**config.mk**
```make
export PLATFORM = sky130hd
export DESIGN_NAME = decision_seg_flat
export DESIGN_NICKNAME = d
export VERILOG_FILES = /design/src/rtl/decision_seg_if.sv /design/src/rtl/decision_seg.sv /design/src/flat_wrapper.sv
export SDC_FILE = /design/constraint.sdc
export NUM_CORES = 1
export LEC_CHECK = 0
export ABC_AREA = 1
export BUFFER_PORTS_ARGS = -buffer_cell sky130_fd_sc_hd__buf_2
export CORE_UTILIZATION = 24
export CTS_CLUSTER_DIAMETER = 30
export DETAILED_ROUTE_END_ITERATION = 16
export PLACE_DENSITY = 0.5
export SLEW_MARGIN = 20
export SYNTH_ARGS = -nofsm -noshare
export SYNTH_HDL_FRONTEND = slang
export SYNTH_SLANG_ARGS = --single-unit
```
**constraint.sdc**
```tcl
create_clock -name clk -period 2.5 [get_ports clk]
set_clock_uncertainty 0.1 [all_clocks]
set_input_delay 0.25 -clock clk [delete_from_list [all_inputs] [get_ports clk]]
set_output_delay 0.25 -clock clk [all_outputs]
set_load 0.05 [all_outputs]
```
**src/rtl/decision_seg_if.sv**
```systemverilog
// Handshake and data bundle between the search controller / state list and decision_seg.
// The master side is the controller; the slave side is the decision unit.
interface decision_seg_if #(
   parameter int NUM_VARS  = 32,
   parameter int WIDTH_IDX = 5,
   parameter int WIDTH_LVL = 16
);
   logic                    load_lvl_en;
   logic [WIDTH_LVL-1:0]    load_lvl_i;
   logic                    decision_req;
   logic [NUM_VARS*3-1:0]   vars_value_i;
   logic [NUM_VARS-1:0]     index_decided_o;
   logic [WIDTH_IDX-1:0]    var_idx_o;
   logic                    decision_done;
   logic                    all_assigned_o;
   logic                    busy_o;
   logic                    apply_bkt_i;
   logic [WIDTH_LVL-1:0]    bkt_lvl_i;
   logic [WIDTH_LVL-1:0]    cur_lvl_o;
   logic                    lvl_overflow_o;

   modport master (
      output load_lvl_en, load_lvl_i, decision_req, vars_value_i, apply_bkt_i, bkt_lvl_i,
      input  index_decided_o, var_idx_o, decision_done, all_assigned_o, busy_o,
             cur_lvl_o, lvl_overflow_o
   );

   modport slave (
      input  load_lvl_en, load_lvl_i, decision_req, vars_value_i, apply_bkt_i, bkt_lvl_i,
      output index_decided_o, var_idx_o, decision_done, all_assigned_o, busy_o,
             cur_lvl_o, lvl_overflow_o
   );
endinterface

```
**src/rtl/decision_seg.sv**
```systemverilog
// Segmented decider: scans SEG_VARS variables per cycle for the lowest-index free one
// and owns the decision-level counter (load / backtrack / increment with overflow guard).
module decision_seg #(
   parameter int NUM_VARS  = 32,
   parameter int SEG_VARS  = 8,
   parameter int WIDTH_IDX = 5,
   parameter int WIDTH_LVL = 16
) (
   input  logic          clk,
   input  logic          rst,
   decision_seg_if.slave bus
);
   localparam int NSEG      = NUM_VARS / SEG_VARS;
   localparam int WIDTH_SEG = (NSEG > 1) ? $clog2(NSEG) : 1;
   // All-ones means "no level", so the last legal increment target is all-ones minus one.
   localparam logic [WIDTH_LVL-1:0] LVL_LAST = {{(WIDTH_LVL-1){1'b1}}, 1'b0};

   typedef enum logic {IDLE, SCAN} state_e;

   state_e                state_q, state_d;
   logic [WIDTH_SEG-1:0]  seg_cnt_q, seg_cnt_d;
   logic [NUM_VARS-1:0]   onehot_q, onehot_d;
   logic [WIDTH_IDX-1:0]  var_idx_q, var_idx_d;
   logic                  done_q, done_d;
   logic                  all_q, all_d;
   logic [WIDTH_LVL-1:0]  next_lvl_q, next_lvl_d;
   logic                  ovf_q, ovf_d;

   logic [31:0]           seg_base;
   logic [SEG_VARS*3-1:0] seg_vals;
   logic [SEG_VARS-1:0]   seg_free;
   logic                  hit_found;
   logic [WIDTH_IDX-1:0]  hit_idx;
   logic                  abort;

   // Values are sampled live; upstream keeps them stable while busy.
   assign seg_base = 32'(seg_cnt_q) * 32'(SEG_VARS);
   assign seg_vals = bus.vars_value_i[seg_base*3 +: SEG_VARS*3];

   for (genvar j = 0; j < SEG_VARS; j++) begin : g_free
      assign seg_free[j] = (seg_vals[3*j +: 2] == 2'b00);
   end

   assign hit_found = |seg_free;
   assign abort     = bus.load_lvl_en | bus.apply_bkt_i;

   always_comb begin
      hit_idx = '0;
      for (int j = SEG_VARS-1; j >= 0; j--) begin
         if (seg_free[j]) hit_idx = WIDTH_IDX'(seg_base + 32'(j));
      end
   end

   always_comb begin
      state_d    = state_q;
      seg_cnt_d  = seg_cnt_q;
      onehot_d   = '0;
      var_idx_d  = var_idx_q;
      done_d     = 1'b0;
      all_d      = 1'b0;
      next_lvl_d = next_lvl_q;
      ovf_d      = ovf_q;

      if (bus.load_lvl_en) begin
         next_lvl_d = bus.load_lvl_i;
         ovf_d      = 1'b0;
      end else if (bus.apply_bkt_i) begin
         next_lvl_d = bus.bkt_lvl_i;
      end

      case (state_q)
         IDLE: begin
            if (bus.decision_req) begin
               state_d   = SCAN;
               seg_cnt_d = '0;
            end
         end
         SCAN: begin
            // A level change mid-scan cancels the scan even on a same-cycle hit.
            if (abort) begin
               state_d = IDLE;
            end else if (hit_found) begin
               state_d   = IDLE;
               done_d    = 1'b1;
               var_idx_d = hit_idx;
               onehot_d  = {{(NUM_VARS-1){1'b0}}, 1'b1} << hit_idx;
               if (next_lvl_q == LVL_LAST) ovf_d = 1'b1;
               else                        next_lvl_d = next_lvl_q + 1'b1;
            end else if (seg_cnt_q == WIDTH_SEG'(NSEG-1)) begin
               state_d = IDLE;
               all_d   = 1'b1;
            end else begin
               seg_cnt_d = seg_cnt_q + 1'b1;
            end
         end
         default: state_d = IDLE;
      endcase
   end

   always_ff @(posedge clk) begin
      if (!rst) begin
         state_q    <= IDLE;
         seg_cnt_q  <= '0;
         onehot_q   <= '0;
         var_idx_q  <= '0;
         done_q     <= 1'b0;
         all_q      <= 1'b0;
         next_lvl_q <= '1;
         ovf_q      <= 1'b0;
      end else begin
         state_q    <= state_d;
         seg_cnt_q  <= seg_cnt_d;
         onehot_q   <= onehot_d;
         var_idx_q  <= var_idx_d;
         done_q     <= done_d;
         all_q      <= all_d;
         next_lvl_q <= next_lvl_d;
         ovf_q      <= ovf_d;
      end
   end

   assign bus.index_decided_o = onehot_q;
   assign bus.var_idx_o       = var_idx_q;
   assign bus.decision_done   = done_q;
   assign bus.all_assigned_o  = all_q;
   assign bus.busy_o          = (state_q == SCAN);
   assign bus.cur_lvl_o       = next_lvl_q - 1'b1;
   assign bus.lvl_overflow_o  = ovf_q;
endmodule
```
**src/flat_wrapper.sv**
```systemverilog
// flat-port wrapper written by rule: the top's interface ports become plain ports
module decision_seg_flat 
#(
   parameter int NUM_VARS  = 32,
   parameter int SEG_VARS  = 8,
   parameter int WIDTH_IDX = 5,
   parameter int WIDTH_LVL = 16
)
  (clk, rst, bus_load_lvl_en, bus_load_lvl_i, bus_decision_req, bus_vars_value_i, bus_apply_bkt_i, bus_bkt_lvl_i, bus_index_decided_o, bus_var_idx_o, bus_decision_done, bus_all_assigned_o, bus_busy_o, bus_cur_lvl_o, bus_lvl_overflow_o);
  decision_seg_if #(.NUM_VARS(NUM_VARS), .WIDTH_IDX(WIDTH_IDX), .WIDTH_LVL(WIDTH_LVL)) bus_i ();
  input  logic clk;
  input  logic rst;
  input wire logic [$bits(bus_i.load_lvl_en)-1:0] bus_load_lvl_en;
  input wire logic [$bits(bus_i.load_lvl_i)-1:0] bus_load_lvl_i;
  input wire logic [$bits(bus_i.decision_req)-1:0] bus_decision_req;
  input wire logic [$bits(bus_i.vars_value_i)-1:0] bus_vars_value_i;
  input wire logic [$bits(bus_i.apply_bkt_i)-1:0] bus_apply_bkt_i;
  input wire logic [$bits(bus_i.bkt_lvl_i)-1:0] bus_bkt_lvl_i;
  output wire logic [$bits(bus_i.index_decided_o)-1:0] bus_index_decided_o;
  output wire logic [$bits(bus_i.var_idx_o)-1:0] bus_var_idx_o;
  output wire logic [$bits(bus_i.decision_done)-1:0] bus_decision_done;
  output wire logic [$bits(bus_i.all_assigned_o)-1:0] bus_all_assigned_o;
  output wire logic [$bits(bus_i.busy_o)-1:0] bus_busy_o;
  output wire logic [$bits(bus_i.cur_lvl_o)-1:0] bus_cur_lvl_o;
  output wire logic [$bits(bus_i.lvl_overflow_o)-1:0] bus_lvl_overflow_o;
  assign bus_i.load_lvl_en = bus_load_lvl_en;
  assign bus_i.load_lvl_i = bus_load_lvl_i;
  assign bus_i.decision_req = bus_decision_req;
  assign bus_i.vars_value_i = bus_vars_value_i;
  assign bus_i.apply_bkt_i = bus_apply_bkt_i;
  assign bus_i.bkt_lvl_i = bus_bkt_lvl_i;
  assign bus_index_decided_o = bus_i.index_decided_o;
  assign bus_var_idx_o = bus_i.var_idx_o;
  assign bus_decision_done = bus_i.decision_done;
  assign bus_all_assigned_o = bus_i.all_assigned_o;
  assign bus_busy_o = bus_i.busy_o;
  assign bus_cur_lvl_o = bus_i.cur_lvl_o;
  assign bus_lvl_overflow_o = bus_i.lvl_overflow_o;
  decision_seg #(.NUM_VARS(NUM_VARS), .SEG_VARS(SEG_VARS), .WIDTH_IDX(WIDTH_IDX), .WIDTH_LVL(WIDTH_LVL)) u_core (.clk(clk), .rst(rst), .bus(bus_i));
endmodule
```
=== After elaboration in Yosys (flattened, before gate mapping) ===
Index checks and enable logic that the tools add are counted.

* Flip-flop bits (word level): 59
* Bits of input ports: 133
* Output and inout bits: 57
* Word-level logic and storage cells: 77

* Add/sub/neg operators: 10
* Multipliers: 1
* Eq/ne operators: 6
* Shifts and indexed selects: 2
* Mux-type cells: 31
* Bitwise gates (word level): 5
* Reductions and logical operators: 14

{| class="wikitable"
|+ Operators by type and width
! cell !! number
|-
| two-way mux 16 bit || 6
|-
| variable part select 96 x 33 -> 23 bit || 1
|-
| two-way mux 5 bit || 8
|-
| << shifter 1 x 5 -> 32 bit (first input constant) || 1
|-
| adder 5 x 3 -> 5 bit (second input constant) || 4
|-
| adder 16 x 1 -> 16 bit (second input constant) || 1
|-
| equality test 16 bit (second input constant) || 1
|-
| zero test 2 bit || 8
|-
| subtractor 16 x 1 -> 16 bit (second input constant) || 1
|-
| two-way mux 1 bit || 11
|-
| OR reduction 11 bit || 1
|-
| adder 5 x 2 -> 5 bit (second input constant) || 2
|-
| two-way mux 2 bit || 4
|-
| != test 2 bit (second input constant) || 4
|-
| OR reduction 8 bit || 1
|-
| adder 5 x 1 -> 5 bit (second input constant) || 1
|-
| multiplier 2 x 2 -> 4 bit (second input constant) || 1
|-
| inverter 1 bit || 4
|-
| one-hot mux 2 bit (2 select lines) || 1
|-
| AND reduction 4 bit || 1
|-
| OR reduction 4 bit || 1
|-
| AND reduction 3 bit || 1
|-
| OR reduction 3 bit || 1
|-
| adder 2 x 1 -> 2 bit (second input constant) || 1
|-
| 3 further kinds || 3
|}

=== Longest topological paths before layout ===
Gate-level depths: netlist of the first run.

* Depth after elaboration: 12
* Mapped depth: 15
* Gate-level depth less buffers: 14

=== Least setup slack after synthesis of the first run ===
No wires, ideal clock.

* Path kind: register -> output
* From: reg u_core.next_lvl_q[0]
* To: out bus_cur_lvl_o[12]
* Arrival: 2.653 ns
* Required time: 2.150 ns
* Setup slack: -0.503 ns
* Cell stages (with the launch flop): 9
* Cell sequence: dfxtp_1 -> inv_1 -> ha_1 -> nand4_1 -> nor2_1 -> nand3_1 -> inv_1 -> nand2_1 -> o21ai_0

* Longest elaborated chain between the ends: 1

{| class="wikitable"
|+ Ends and longest elaborated chain
! what !! line !! source
|-
| start: declaration || decision_seg.sv:26 || <nowiki>logic [WIDTH_LVL-1:0] next_lvl_q, next_lvl_d;</nowiki>
|-
| start signal: assignment || decision_seg.sv:117 || <nowiki>next_lvl_q <= next_lvl_d;</nowiki>
|-
| subtractor 16 x 1 -> 16 bit || decision_seg.sv:127 || <nowiki>assign bus.cur_lvl_o = next_lvl_q - 1'b1;</nowiki>
|-
| end: declaration || flat_wrapper.sv:24 || <nowiki>output wire logic [$bits(bus_i.cur_lvl_o)-1:0] bus_cur_lvl_o;</nowiki>
|}

No other way between the ends.

=== Worst setup path after layout of the first run ===
Ends and elaborated chain as after synthesis.

==> results by group, run 1 <==
Critical path
  – Crit path DAT: approximately 2.1 ns
  – Critical path type: register to primary output
  – Critical Path Source Type: register
  – Maximum fanout along the worst path: 6
  – Worst path required time: about 2.2 ns
  – Critical Path End Type: primary output

Pwr
  – Pwr/cell area: about 600 nW/um2
  – Max VDD drop: about 0.00028 V
  – Leak pwr: between 2 and 2.5 nW

Global routing
  – First-pass GRT wire length: around 17 mm
  – Pin count of the biggest net entering global routing: 34
  – Vias in the first global route: ~3600
  – GR Util met3: 0.0257
  – Met1 Resource Use GR: 0.186
  – M2 GR Usage: 0.271
  – Gr usage total: 0.152
  – Grt ovf: 0
  – GR peak layer: met2
  – Initial antenna violation count: 0

Floorplanning
  – Core area: ~13000 um2
  – Die area: ~14000 um2
  – Die Wd: approximately 120 um
  – Initial Util: 0.248
  – Io pins: 190
  – FP Rows: 42
  – Die Y: approximately 120 um

Placement
  – I/O Buffers: 157
  – GPL Wtd Cong: 0.843
  – Post-place setup slack: 0.106 ns
  – Post-DP HPWL: ~8 mm

Routing
  – Post-DRT Antenna Nets: 0
  – Via count: about 3600
  – Avg WL per Cell: between 10 and 15 um
  – Via density: 4.44
  – Drt first pass iters: 4
  – First DRT Iteration DRCs: 152
  – Drt drc: 0
  – Drt total wl: ~11 mm

Finish
  – Fin util: 0.352
  – Area of the multi-input gates: approximately 1900 um2
  – Final Net Count: just under 800
  – Layout cells sized above 1: 0.350
  – Final antenna diode count: 0
  – Area delta synth->final: 41.5%
  – Fill cells: between 1000 and 1500
  – Register area: approximately 1200 um2

Status
  – Outcome: finished, final reports clean

Logic synthesis
  – Register area share after synthesis: 0.355
  – Avg Cell Area, Syn: between 6 and 7 um2
  – Syn Inst Count: 477
  – Post-Syn Nets: slightly above 600
  – Library cells used by synthesis: 35
  – Seq cells post-synth: around 60
  – Warnings from Yosys: 0
  – Mapped Area: 3330 um2

CTS
  – Cts hold-fix bufs: 0
  – TritonCTS Buffers: 9
  – Root Driver: clkbuf_16
  – Clock slew at reported path FFs: approximately 0.060 ns
  – H-tree Lvls: 3
  – Clock buffer depth: 2
  – Clk sinks: 59
  – Clk Latency, worst-skew pair: about 0.32 ns
  – CTS tree: done

STA
  – Final WS setup: 0.0645 ns
  – Max-slew violations: 0
  – Tmin final: between 2 and 2.5 ns
  – Final setup violation count: 0
  – Slew Limit Headroom: 0.562
  – Max Fclk: 411 MHz
  – Setup TNS: 0 ns
  – Part of the cycle the worst path needs: 0.974
  – Worst-margin pin slew: about 0.66 ns
  – Final-report hold violation count: 0
  – RSZ-0062 raised after global routing: true

Job
  – MaxCap Viol Count: 0

Min path
  – Worst Hold Class: primary input to register
registers in the layout, summed over array words and instances (netlist names):
name                        flops
u_core.bus.decision_done        1
u_core.bus.busy_o               1
u_core.bus.var_idx_o            5
u_core.bus.index_decided_o     32
u_core.seg_cnt_q                2
u_core.bus.lvl_overflow_o       1
u_core.bus.all_assigned_o       1
u_core.next_lvl_q              16
power by group:
group          internal (mW)  leakage [nW]  switching (mW)
Sequential             0.965         0.480          0.0366
Combinational          0.185          1.69           0.324
Clock                  0.786         0.151           0.476
synth_stat cells (all sizes together):
| cell | n | share of area |
|---|---|---|
| nor3 | 18 | 0.027 |
| a2111oi | 1 | 0.0026 |
| a211oi | 1 | 0.0023 |
| a31oi | 3 | 0.0056 |
| nand2 | 106 | 0.14 |
| ha | 4 | 0.015 |
| o31ai | 1 | 0.0023 |
| buf | 10 | 0.028 |
| inv | 46 | 0.053 |
| clkbuf | 11 | 0.012 |
| dfxtp | 59 | 0.35 |
| nand3 | 30 | 0.045 |
| clkinv | 1 | 0.0011 |
| a21oi | 21 | 0.032 |
| nor2 | 73 | 0.095 |
| o211ai | 14 | 0.032 |
| nor4 | 1 | 0.0019 |
| or2 | 2 | 0.0038 |
| o21ai | 29 | 0.046 |
| xnor2 | 6 | 0.016 |
| xor2 | 17 | 0.045 |
| nand4 | 21 | 0.039 |
| nand3b | 2 | 0.0045 |
path summary, 6_finish.rpt:
kind	cells past startpoint	endpoint	from	slack, ns
setup / recovery	11	bus_cur_lvl_o[12]	u_core.next_lvl_q[0]$_SDFF_PN1_	0.06
hold / removal	3	u_core.next_lvl_q[0]$_SDFF_PN1_	bus_load_lvl_i[0]	0.07
setup reg to reg	14	u_core.next_lvl_q[4]$_SDFF_PN1_	u_core.seg_cnt_q[0]$_SDFFE_PN0P_	0.29
hold reg to reg	2	u_core.bus.var_idx_o[2]$_SDFFE_PN0P_	u_core.bus.var_idx_o[2]$_SDFFE_PN0P_	0.36
worst max-delay path: stages, from the launching register on:
cell and delay (ns):
dfxtp_4 0.37, clkinvlp_4 0.09, ha_4 0.14, nand4_1 0.14
nor2_2 0.16, nand3_2 0.10, inv_1 0.08, nand2_2 0.07
buf_4 0.16, o31ai_2 0.16, o21ai_1 0.12, buf_6 0.17
repair_timing:
item / 4_1_cts / 5_1_grt
buffers inserted: 2 / 0
pin swaps: 2 / 1
endpoints found under the hold margin: 0 / 0
setup endpoints to repair: 4 / 18
resized for setup: 12 / 13
routing by layer:
metal  vias to the layer above  routed length, um
met2                        66               5400
met3                         7                296
met1                      1662               4750
met5                         -                  0
li1                       1900                  -
met4                         0                108
placed cells by master, fill, tap and decap left out, types with 3 or more instances in the layout:
master	instances
a21oi_1	21
nand4_1	21
xor2_1	14
nand2_1	96
inv_1	37
clkbuf_16	9
inv_4	3
ha_1	3
o211ai_1	14
buf_2	153
nor3_1	16
a31oi_1	3
buf_4	16
nand2_2	5
o21ai_1	14
xor2_2	3
inv_2	5
nor2_2	3
nor2_1	67
o21ai_0	13
xnor2_1	6
inv_6	3
nand2_4	4
clkinv_4	3
nand3_1	29
dfxtp_1	57
area by class of cell:
type / instances / share of cell area
timing repair buffer: 171 / 0.193
inverter: 47 / 0.0398
multi-input combinational: 350 / 0.404
sequential: 59 / 0.252
clock inverter: 7 / 0.0175
tap: 176 / 0.0467
clock buffer: 9 / 0.0478
per-stage QoR:
step | total power, mW | area [um2] | instances | hold WS (ns)
global placement | 1.52 | 4320 | 801 | 0.347
global route | 2.91 | 4710 | 819 | 0.0695
finish | 2.77 | 4710 | 819 | 0.0680
floorplan | 1.34 | 3360 | 477 | 0.288
CTS | 2.79 | 4680 | 819 | 0.0633
detailed placement | 1.52 | 4320 | 801 | 0.354
logic make-up after synthesis:
group,after synthesis,share of synthesized area
simple gates,253,0.353
xor+xnor,23,0.0605
compound gates,70,0.122
fa+ha+maj,4,0.0150
buf+inv,68,0.0947
flops,59,0.355
(Power assumes the default switching activity.)
==> run 2, diff against run 1 <==
--- a/config.mk
+++ b/config.mk
@@ -5,7 +5,6 @@
 export SDC_FILE = /design/constraint.sdc
 export NUM_CORES = 1
 export LEC_CHECK = 0
-export ABC_AREA = 1
 export BUFFER_PORTS_ARGS = -buffer_cell sky130_fd_sc_hd__buf_2
 export CORE_UTILIZATION = 24
 export CTS_CLUSTER_DIAMETER = 30
==> constraint.sdc (replaced) <==
create_clock -name clk -period 2.5 [get_ports clk]
set_clock_uncertainty 0.1 [all_clocks]
set_input_delay 0.375 -clock clk [delete_from_list [all_inputs] [get_ports clk]]
set_output_delay 0.375 -clock clk [all_outputs]
set_load 0.05 [all_outputs]
==> results by group, run 2 <==
STA
  – Max-slew violations: 0 (unchanged)
  – Final-report hold violation count: 0 (unchanged)
  – RSZ-0062 raised after global routing: true (unchanged)
  – Final setup violation count: 6 (was 0)
  – Tmin final: 2.65 ns (was 2.44 ns)
  – Worst-margin pin slew: 0.649 ns (was 0.656 ns)
  – Max Fclk: 377 MHz (was 411 MHz)
  – Part of the cycle the worst path needs: 1.06 (was 0.974)
  – Final WS setup: -0.154 ns (was 0.0645 ns)
  – Slew Limit Headroom: 0.563 (was 0.562)

Global routing
  – Grt ovf: 0 (unchanged)
  – Vias in the first global route: 3468 (was 3614)
  – Initial antenna violation count: 0 (unchanged)
  – Pin count of the biggest net entering global routing: 36 (was 34)
  – First-pass GRT wire length: 16.7 mm (was 17.3 mm)
  – Gr usage total: 0.144 (was 0.152)

Logic synthesis
  – Syn Inst Count: 409 (was 477)
  – Seq cells post-synth: 59 (unchanged)
  – Post-Syn Nets: 546 (was 614)
  – Register area share after synthesis: 0.346 (was 0.355)
  – Library cells used by synthesis: 54 (was 35)
  – Most frequent cell after synthesis: dfxtp_1 (was nand2_1)
  – Avg Cell Area, Syn: 8.35 um2 (was 6.98 um2)
  – Top cells by area, synth: dfxtp_1 35%, mux2i_1 6.4%, mux2_1 5.3% (was dfxtp_1 35%, nand2_1 11%, nor2_1 7.8%)
  – Synth top cells by count: 59 x dfxtp_1, 48 x nor2_1, 47 x nand2_1 (was 97 x nand2_1, 69 x nor2_1, 59 x dfxtp_1)
  – Synth top area share: 0.346 (was 0.355)
  – Warnings from Yosys: 0 (unchanged)
  – Synth Flop Type: dfxtp_1 (unchanged)
  – Number of enable flip-flop cells after synthesis: 0 (unchanged)
  – Mapped Area: 3410 um2 (was 3330 um2)
  – Area leader, netlist: dfxtp_1 (unchanged)
  – Async set-or-reset flop fraction in the synthesized netlist: 0 (unchanged)

CTS
  – Clock buffer depth: 2 (unchanged)
  – Root Driver: clkbuf_16 (unchanged)
  – Clock slew at reported path FFs: 0.05 ns (was 0.06 ns)
  – H-tree Lvls: 3 (unchanged)
  – TritonCTS Buffers: 9 (unchanged)
  – Clk Latency, worst-skew pair: 0.32 ns (about the same)
  – Cts hold-fix bufs: 0 (unchanged)
  – CTS tree: done (unchanged)
  – Clk sinks: 59 (unchanged)

Placement
  – GPL Wtd Cong: 0.785 (was 0.843)
  – Placed cells: 749 (was 801)
  – Placed Area: 4590 um2 (was 4320 um2)
  – I/O Buffers: 157 (unchanged)
  – Post-place setup slack: -0.00246 ns (was 0.106 ns)
  – Post-DP HPWL: 7.95 mm (was 8.16 mm)

Critical path
  – Critical Path End Type: primary output (unchanged)
  – Slowest CP cell: or4_4 (was dfxtp_4)
  – Maximum fanout along the worst path: 4 (was 6)
  – Critical path type: register to primary output (unchanged)
  – Critical Path Source Type: register (unchanged)
  – CP max stage delay: 0.56 ns (was 0.37 ns)
  – Crit path DAT: 2.18 ns (was 2.09 ns)
  – Critical Path, Cell by Cell: or4_4 > or3_4 > nor4_4 > buf_4 > xor2_2 > buf_6 (was clkinvlp_4 > ha_4 > nand4_1 > nor2_2 > nand3_2 > inv_1 > nand2_2 > buf_4 > o31ai_2 > o21ai_1 > buf_6)
  – Worst path required time: 2.03 ns (was 2.15 ns)

Finish
  – Non-filler cells in the finished layout: 765 (was 819)
  – Area delta synth->final: 46.9% (was 41.5%)
  – Max FFs per register: 32 (unchanged)
  – Final instance area: 5010 um2 (was 4710 um2)
  – Fill cells: 1463 (was 1429)
  – Final antenna diode count: 0 (unchanged)
  – Most frequent cells in the layout: 149 x buf_2, 58 x dfxtp_1, 47 x nand2_1, 47 x nor2_1, 31 x buf_4 (was 153 x buf_2, 96 x nand2_1, 67 x nor2_1)
  – Layout cells sized above 1: 0.397 (was 0.350)
  – Most common cell after layout, fill and taps aside: buf_2 (unchanged)
  – Final Net Count: 718 (was 775)

Routing
  – Avg WL per Cell: 13.5 um (was 12.9 um)
  – Drt drc: 0 (unchanged)
  – Via density: 4.59 (was 4.44)
  – Drt total wl: 10.3 mm (was 10.6 mm)
  – Post-DRT Antenna Nets: 0 (unchanged)
  – Drt first pass iters: 4 (unchanged)
  – Via count: 3514 (was 3635)
  – First DRT Iteration DRCs: 104 (was 152)

Pwr
  – Max VDD drop: 0.000326 V (was 0.000281 V)
  – Pwr/cell area: 575 nW/um2 (was 588 nW/um2)
  – Net Sw Frac: 0.275 (was 0.302)
  – P_int: 2.09 mW (was 1.94 mW)
  – Overall power: 2.88 mW (was 2.77 mW)
  – Combinational power share: 0.195 (was 0.184)
  – Net switching power: 0.792 mW (was 0.837 mW)
  – Clock power share: 0.457 (was 0.455)
  – Leak pwr: 2.22 nW (was 2.32 nW)
  – Power share of the sequential group: 0.348 (was 0.361)

Status
  – Outcome: complete, but fails checks (was finished, final reports clean)
  – Violated checks: setup timing

Floorplanning
  – Io pins: 190 (unchanged)
  – Die Wd: 121 um (was 120 um)
  – Initial Util: 0.246 (was 0.248)
  – FP Rows: 43 (was 42)
  – Die Y: 121 um (was 120 um)
  – Core area: 13900 um2 (was 13400 um2)
  – Die area: 14700 um2 (was 14300 um2)

Min path
  – Worst Hold Class: primary input to register (unchanged)

Job
  – MaxCap Viol Count: 0 (unchanged)
run 2: changes by cell type in the layout (fill, tap and decap cells not counted), sizes merged, moves of 16 or more:
| cell | change |
|---|---|
| nand2 | -59 |
| nand4 | -20 |
| mux2i | +22 |
| mux2 | +16 |
| nor2 | -24 |
| inv | -44 |
| buf | +16 |
| o21ai | -17 |
run 2: through the flow:
stage	util	setup TNS, ns	hold slack [ns]
global placement	0.331	0	0.347
detailed placement	0.331	-0.00246	0.350
CTS	0.360	-0.543	0.111
floorplan	-	-0.492	0.352
global route	0.361	-0.997	0.116
finish	0.361	-0.589	0.132
run 2: per-layer routing:
metal	up-vias	share of wire	GRT usage
li1	1792	-	-
met1	1591	0.46	0.180
met2	119	0.47	0.249
met3	12	0.058	0.0296
met4	0	0.011	0.0424
met5	-	0	0
run 2: power groups by stage:
| stage | Clock [mW] | Sequential, mW | Combinational, mW |
|---|---|---|---|
| 2_1_floorplan | 0 | 1.02 | 0.353 |
| 3_3_place_gp | 0 | 1.02 | 0.543 |
| 3_5_place_dp | 0 | 1.02 | 0.548 |
| 4_1_cts | 1.36 | 1.00 | 0.564 |
| 5_1_grt | 1.40 | 1.01 | 0.617 |
| 6_report | 1.32 | 1.00 | 0.564 |
run 2: path summary, 6_finish.rpt:
check,startpoint,end,slack (ns),depth (start not counted)
worst max-delay path,u_core.next_lvl_q[7]$_SDFF_PN1_,bus_cur_lvl_o[13],-0.15,6
worst min register to register,u_core.bus.var_idx_o[2]$_SDFFE_PN0P_,u_core.bus.var_idx_o[2]$_SDFFE_PN0P_,0.36,2
worst min-delay path,bus_vars_value_i[25],u_core.bus.index_decided_o[8]$_SDFF_PP0_,0.13,2
worst max register to register,u_core.seg_cnt_q[0]$_SDFFE_PN0P_,u_core.next_lvl_q[10]$_SDFF_PN1_,0.20,8
run 2: logic make-up after synthesis:
| group | share of synthesized area |
|---|---|
| flops | 0.346 |
| xor+xnor | 0.0616 |
| mux | 0.130 |
| fa+ha+maj | 0.0147 |
| compound gates | 0.138 |
| buf+inv | 0.0451 |
| simple gates | 0.264 |
run 2: worst max-delay path, delay by kind of cell (launching register included):
family	cells	cell delay [ns]
flops	1	0.32
simple gates	3	1.09
buf+inv	2	0.32
xor+xnor	1	0.13
run 2: timing repair:
item / CTS / global route
setup endpoints to repair: 6 / 8
pin swaps: 3 / 2
setup buffers: 1 / 0
endpoints found under the hold margin: 0 / 0
gates resized for setup: 21 / 5
run 2: final cells by class:
class                   instances  area (um2)  share of cell area
multi-input cells             318        2190               0.438
repair buffers                188        1070               0.214
inverters                       5        22.5             0.00449
well taps                     180         225              0.0449
clock inverters                 5        77.6              0.0155
flip-flops and latches         59        1180               0.236
clock buffers                  10         239              0.0477
==> run 3, diff against run 2 <==
--- a/config.mk
+++ b/config.mk
@@ -10,6 +10,7 @@
 export CTS_CLUSTER_DIAMETER = 30
 export DETAILED_ROUTE_END_ITERATION = 16
 export PLACE_DENSITY = 0.5
+export SETUP_SLACK_MARGIN = 0.5
 export SLEW_MARGIN = 20
 export SYNTH_ARGS = -nofsm -noshare
 export SYNTH_HDL_FRONTEND = slang
==> results by group, run 3 (synthesis results as in run 2) <==
Global routing
  – Vias in the first global route: 3748 (was 3468)
  – Initial antenna violation count: 1 (was 0)
  – GR Util met3: 0.0390 (was 0.0296)
  – Met1 Resource Use GR: 0.203 (was 0.180)
  – M2 GR Usage: 0.281 (was 0.249)
  – GR peak layer: met2 (unchanged)
  – Grt ovf: 0 (unchanged)
  – Gr usage total: 0.163 (was 0.144)
  – First-pass GRT wire length: 18.7 mm (was 16.7 mm)
  – Pin count of the biggest net entering global routing: 44 (was 36)

CTS
  – Clock buffer depth: 2 (unchanged)
  – CTS tree: done (unchanged)
  – Root Driver: clkbuf_16 (unchanged)
  – Clk sinks: 59 (unchanged)
  – H-tree Lvls: 3 (unchanged)
  – Clk Latency, worst-skew pair: 0.32 ns (about the same)
  – Clock slew at reported path FFs: 0.06 ns (was 0.05 ns)
  – TritonCTS Buffers: 9 (unchanged)

Placement
  – Post-place setup slack: 0.0163 ns (was -0.00246 ns)
  – GPL Wtd Cong: 0.760 (was 0.785)
  – Post-DP HPWL: 8.22 mm (was 7.95 mm)
  – I/O Buffers: 157 (unchanged)

Routing
  – Drt first pass iters: 4 (unchanged)
  – Post-DRT Antenna Nets: 0 (unchanged)
  – Avg WL per Cell: 14.6 um (was 13.5 um)
  – Via count: 3707 (was 3514)
  – First DRT Iteration DRCs: 163 (was 104)
  – Via density: 4.63 (was 4.59)
  – Drt total wl: 11.7 mm (was 10.3 mm)
  – Drt drc: 0 (unchanged)

Critical path
  – Critical Path End Type: primary output (unchanged)
  – Worst r2r src: u_core.seg_cnt_q[0]$_SDFFE_PN0P_ (unchanged)
  – Maximum fanout along the worst path: 4 (unchanged)
  – R2R setup slack: 0.31 ns (was 0.20 ns)
  – Critical path type: register to primary output (unchanged)
  – Critical Path Source Type: register (unchanged)
  – Worst path required time: 2.03 ns (about the same)
  – Crit path DAT: 2.20 ns (was 2.18 ns)
  – Reg2reg end: u_core.next_lvl_q[2]$_SDFF_PN1_ (was u_core.next_lvl_q[10]$_SDFF_PN1_)
  – Worst R2R Path Depth: 8 (unchanged)

Finish
  – Layout cells sized above 1: 0.563 (was 0.397)
  – Final Net Count: 752 (was 718)
  – Most common cell after layout, fill and taps aside: buf_2 (unchanged)
  – Most frequent cells in the layout: 143 x buf_2, 53 x dfxtp_1, 44 x nand2_1 (was 149 x buf_2, 58 x dfxtp_1, 47 x nand2_1, 47 x nor2_1, 31 x buf_4)
  – Area delta synth->final: 77.7% (was 46.9%)
  – Max FFs per register: 32 (unchanged)

Min path
  – Worst Hold Class: primary input to register (unchanged)
  – Hold_sp: bus_vars_value_i[24] (was bus_vars_value_i[25])
  – Worst Hold Endpoint: u_core.bus.index_decided_o[8]$_SDFF_PP0_ (unchanged)
  – Hold path cells: 2 (unchanged)

Floorplanning
  – Io pins: 190 (unchanged)
  – FP Rows: 43 (unchanged)
  – Initial Util: 0.246 (unchanged)
  – Die Wd: 121 um (unchanged)
  – Die Y: 121 um (unchanged)
  – Die area: 14700 um2 (unchanged)
  – Core area: 13900 um2 (unchanged)

STA
  – Max Fclk: 374 MHz (was 377 MHz)
  – Slew Limit Headroom: 0.706 (was 0.563)
  – Final setup violation count: 6 (unchanged)
  – Final-report hold violation count: 0 (unchanged)
  – Final WS setup: -0.171 ns (was -0.154 ns)
  – Worst-margin pin slew: 0.440 ns (was 0.649 ns)
  – Tmin final: 2.67 ns (was 2.65 ns)
  – RSZ-0062 raised after global routing: true (unchanged)
  – Max-slew violations: 0 (unchanged)
  – Part of the cycle the worst path needs: 1.07 (was 1.06)
  – Setup TNS: -0.625 ns (was -0.589 ns)

Pwr
  – Max VDD drop: 0.000326 V (about the same)
  – Leak pwr: 2.68 nW (was 2.22 nW)
  – Pwr/cell area: 493 nW/um2 (was 575 nW/um2)

Job
  – MaxCap Viol Count: 0 (unchanged)

Status
  – Violated checks: setup timing (unchanged)
  – Outcome: complete, but fails checks (unchanged)
[run 3: layout make-up]
class                      count  area [um2]
inverter                       5        22.5
multi-input combinational    318        2800
sequential                    59        1200
fill                        1355        7810
timing repair buffer         222        1520
tap                          180         225
clock buffer                  10         239
antenna                        1        2.50
clock inverter                 6        63.8
[run 3: what timing repair did]
action | CTS | global route
endpoints found under the setup margin | 63 | 61
hold buffers | 0 | 0
gates cloned | 2 | 0
resized for setup | 98 | 44
pin swaps | 34 | 22
buffers inserted | 23 | 9
[run 3: worst max-delay path: stages (launching register included)]
cell	delay (ns)
dfxtp_2	0.32
or4_4	0.53
or3_4	0.40
nor4_4	0.28
xor2_4	0.17
buf_6	0.17
[run 3: per-layer routing]
layer	vias up	share of wire
met1	1719	0.45
li1	1868	-
met5	-	0.0011
met2	109	0.48
met3	9	0.057
met4	2	0.0069
[run 3: worst max path at each step]
| stage | startpoint | endpoint | slack (ns) | cells past startpoint |
|---|---|---|---|---|
| 6_report | u_core.next_lvl_q[7]$_SDFF_PN1_ | bus_cur_lvl_o[13] | -0.17 | 5 |
| 5_1_grt | u_core.next_lvl_q[7]$_SDFF_PN1_ | bus_cur_lvl_o[13] | -0.23 | 5 |
| 4_1_cts | u_core.next_lvl_q[7]$_SDFF_PN1_ | bus_cur_lvl_o[13] | -0.18 | 5 |
| 3_5_place_dp | u_core.next_lvl_q[7]$_SDFF_PN1_ | bus_cur_lvl_o[13] | 0.02 | 5 |
| 3_3_place_gp | u_core.next_lvl_q[7]$_SDFF_PN1_ | bus_cur_lvl_o[13] | 0.03 | 5 |
| 2_1_floorplan | u_core.next_lvl_q[8]$_SDFF_PN1_ | bus_cur_lvl_o[13] | -0.01 | 5 |
[run 3: stage by stage]
stage / cell area, um2 / power [mW] / util / std cells / hold slack (ns)
finish: 6070 / 2.99 / 0.437 / 801 / 0.132
global route: 6060 / 3.12 / 0.437 / 800 / 0.131
CTS: 5820 / 2.97 / 0.419 / 791 / 0.110
detailed placement: 4830 / 1.62 / 0.348 / 750 / 0.355
global placement: 4830 / 1.61 / 0.348 / 750 / 0.345
floorplan: 3730 / 1.42 / - / 409 / 0.352
[run 3: where the power goes]
group | internal (mW) | switching (mW)
clock | 0.798 | 0.446
sequential | 0.965 | 0.0311
combinational | 0.343 | 0.406
total | 2.11 | 0.883
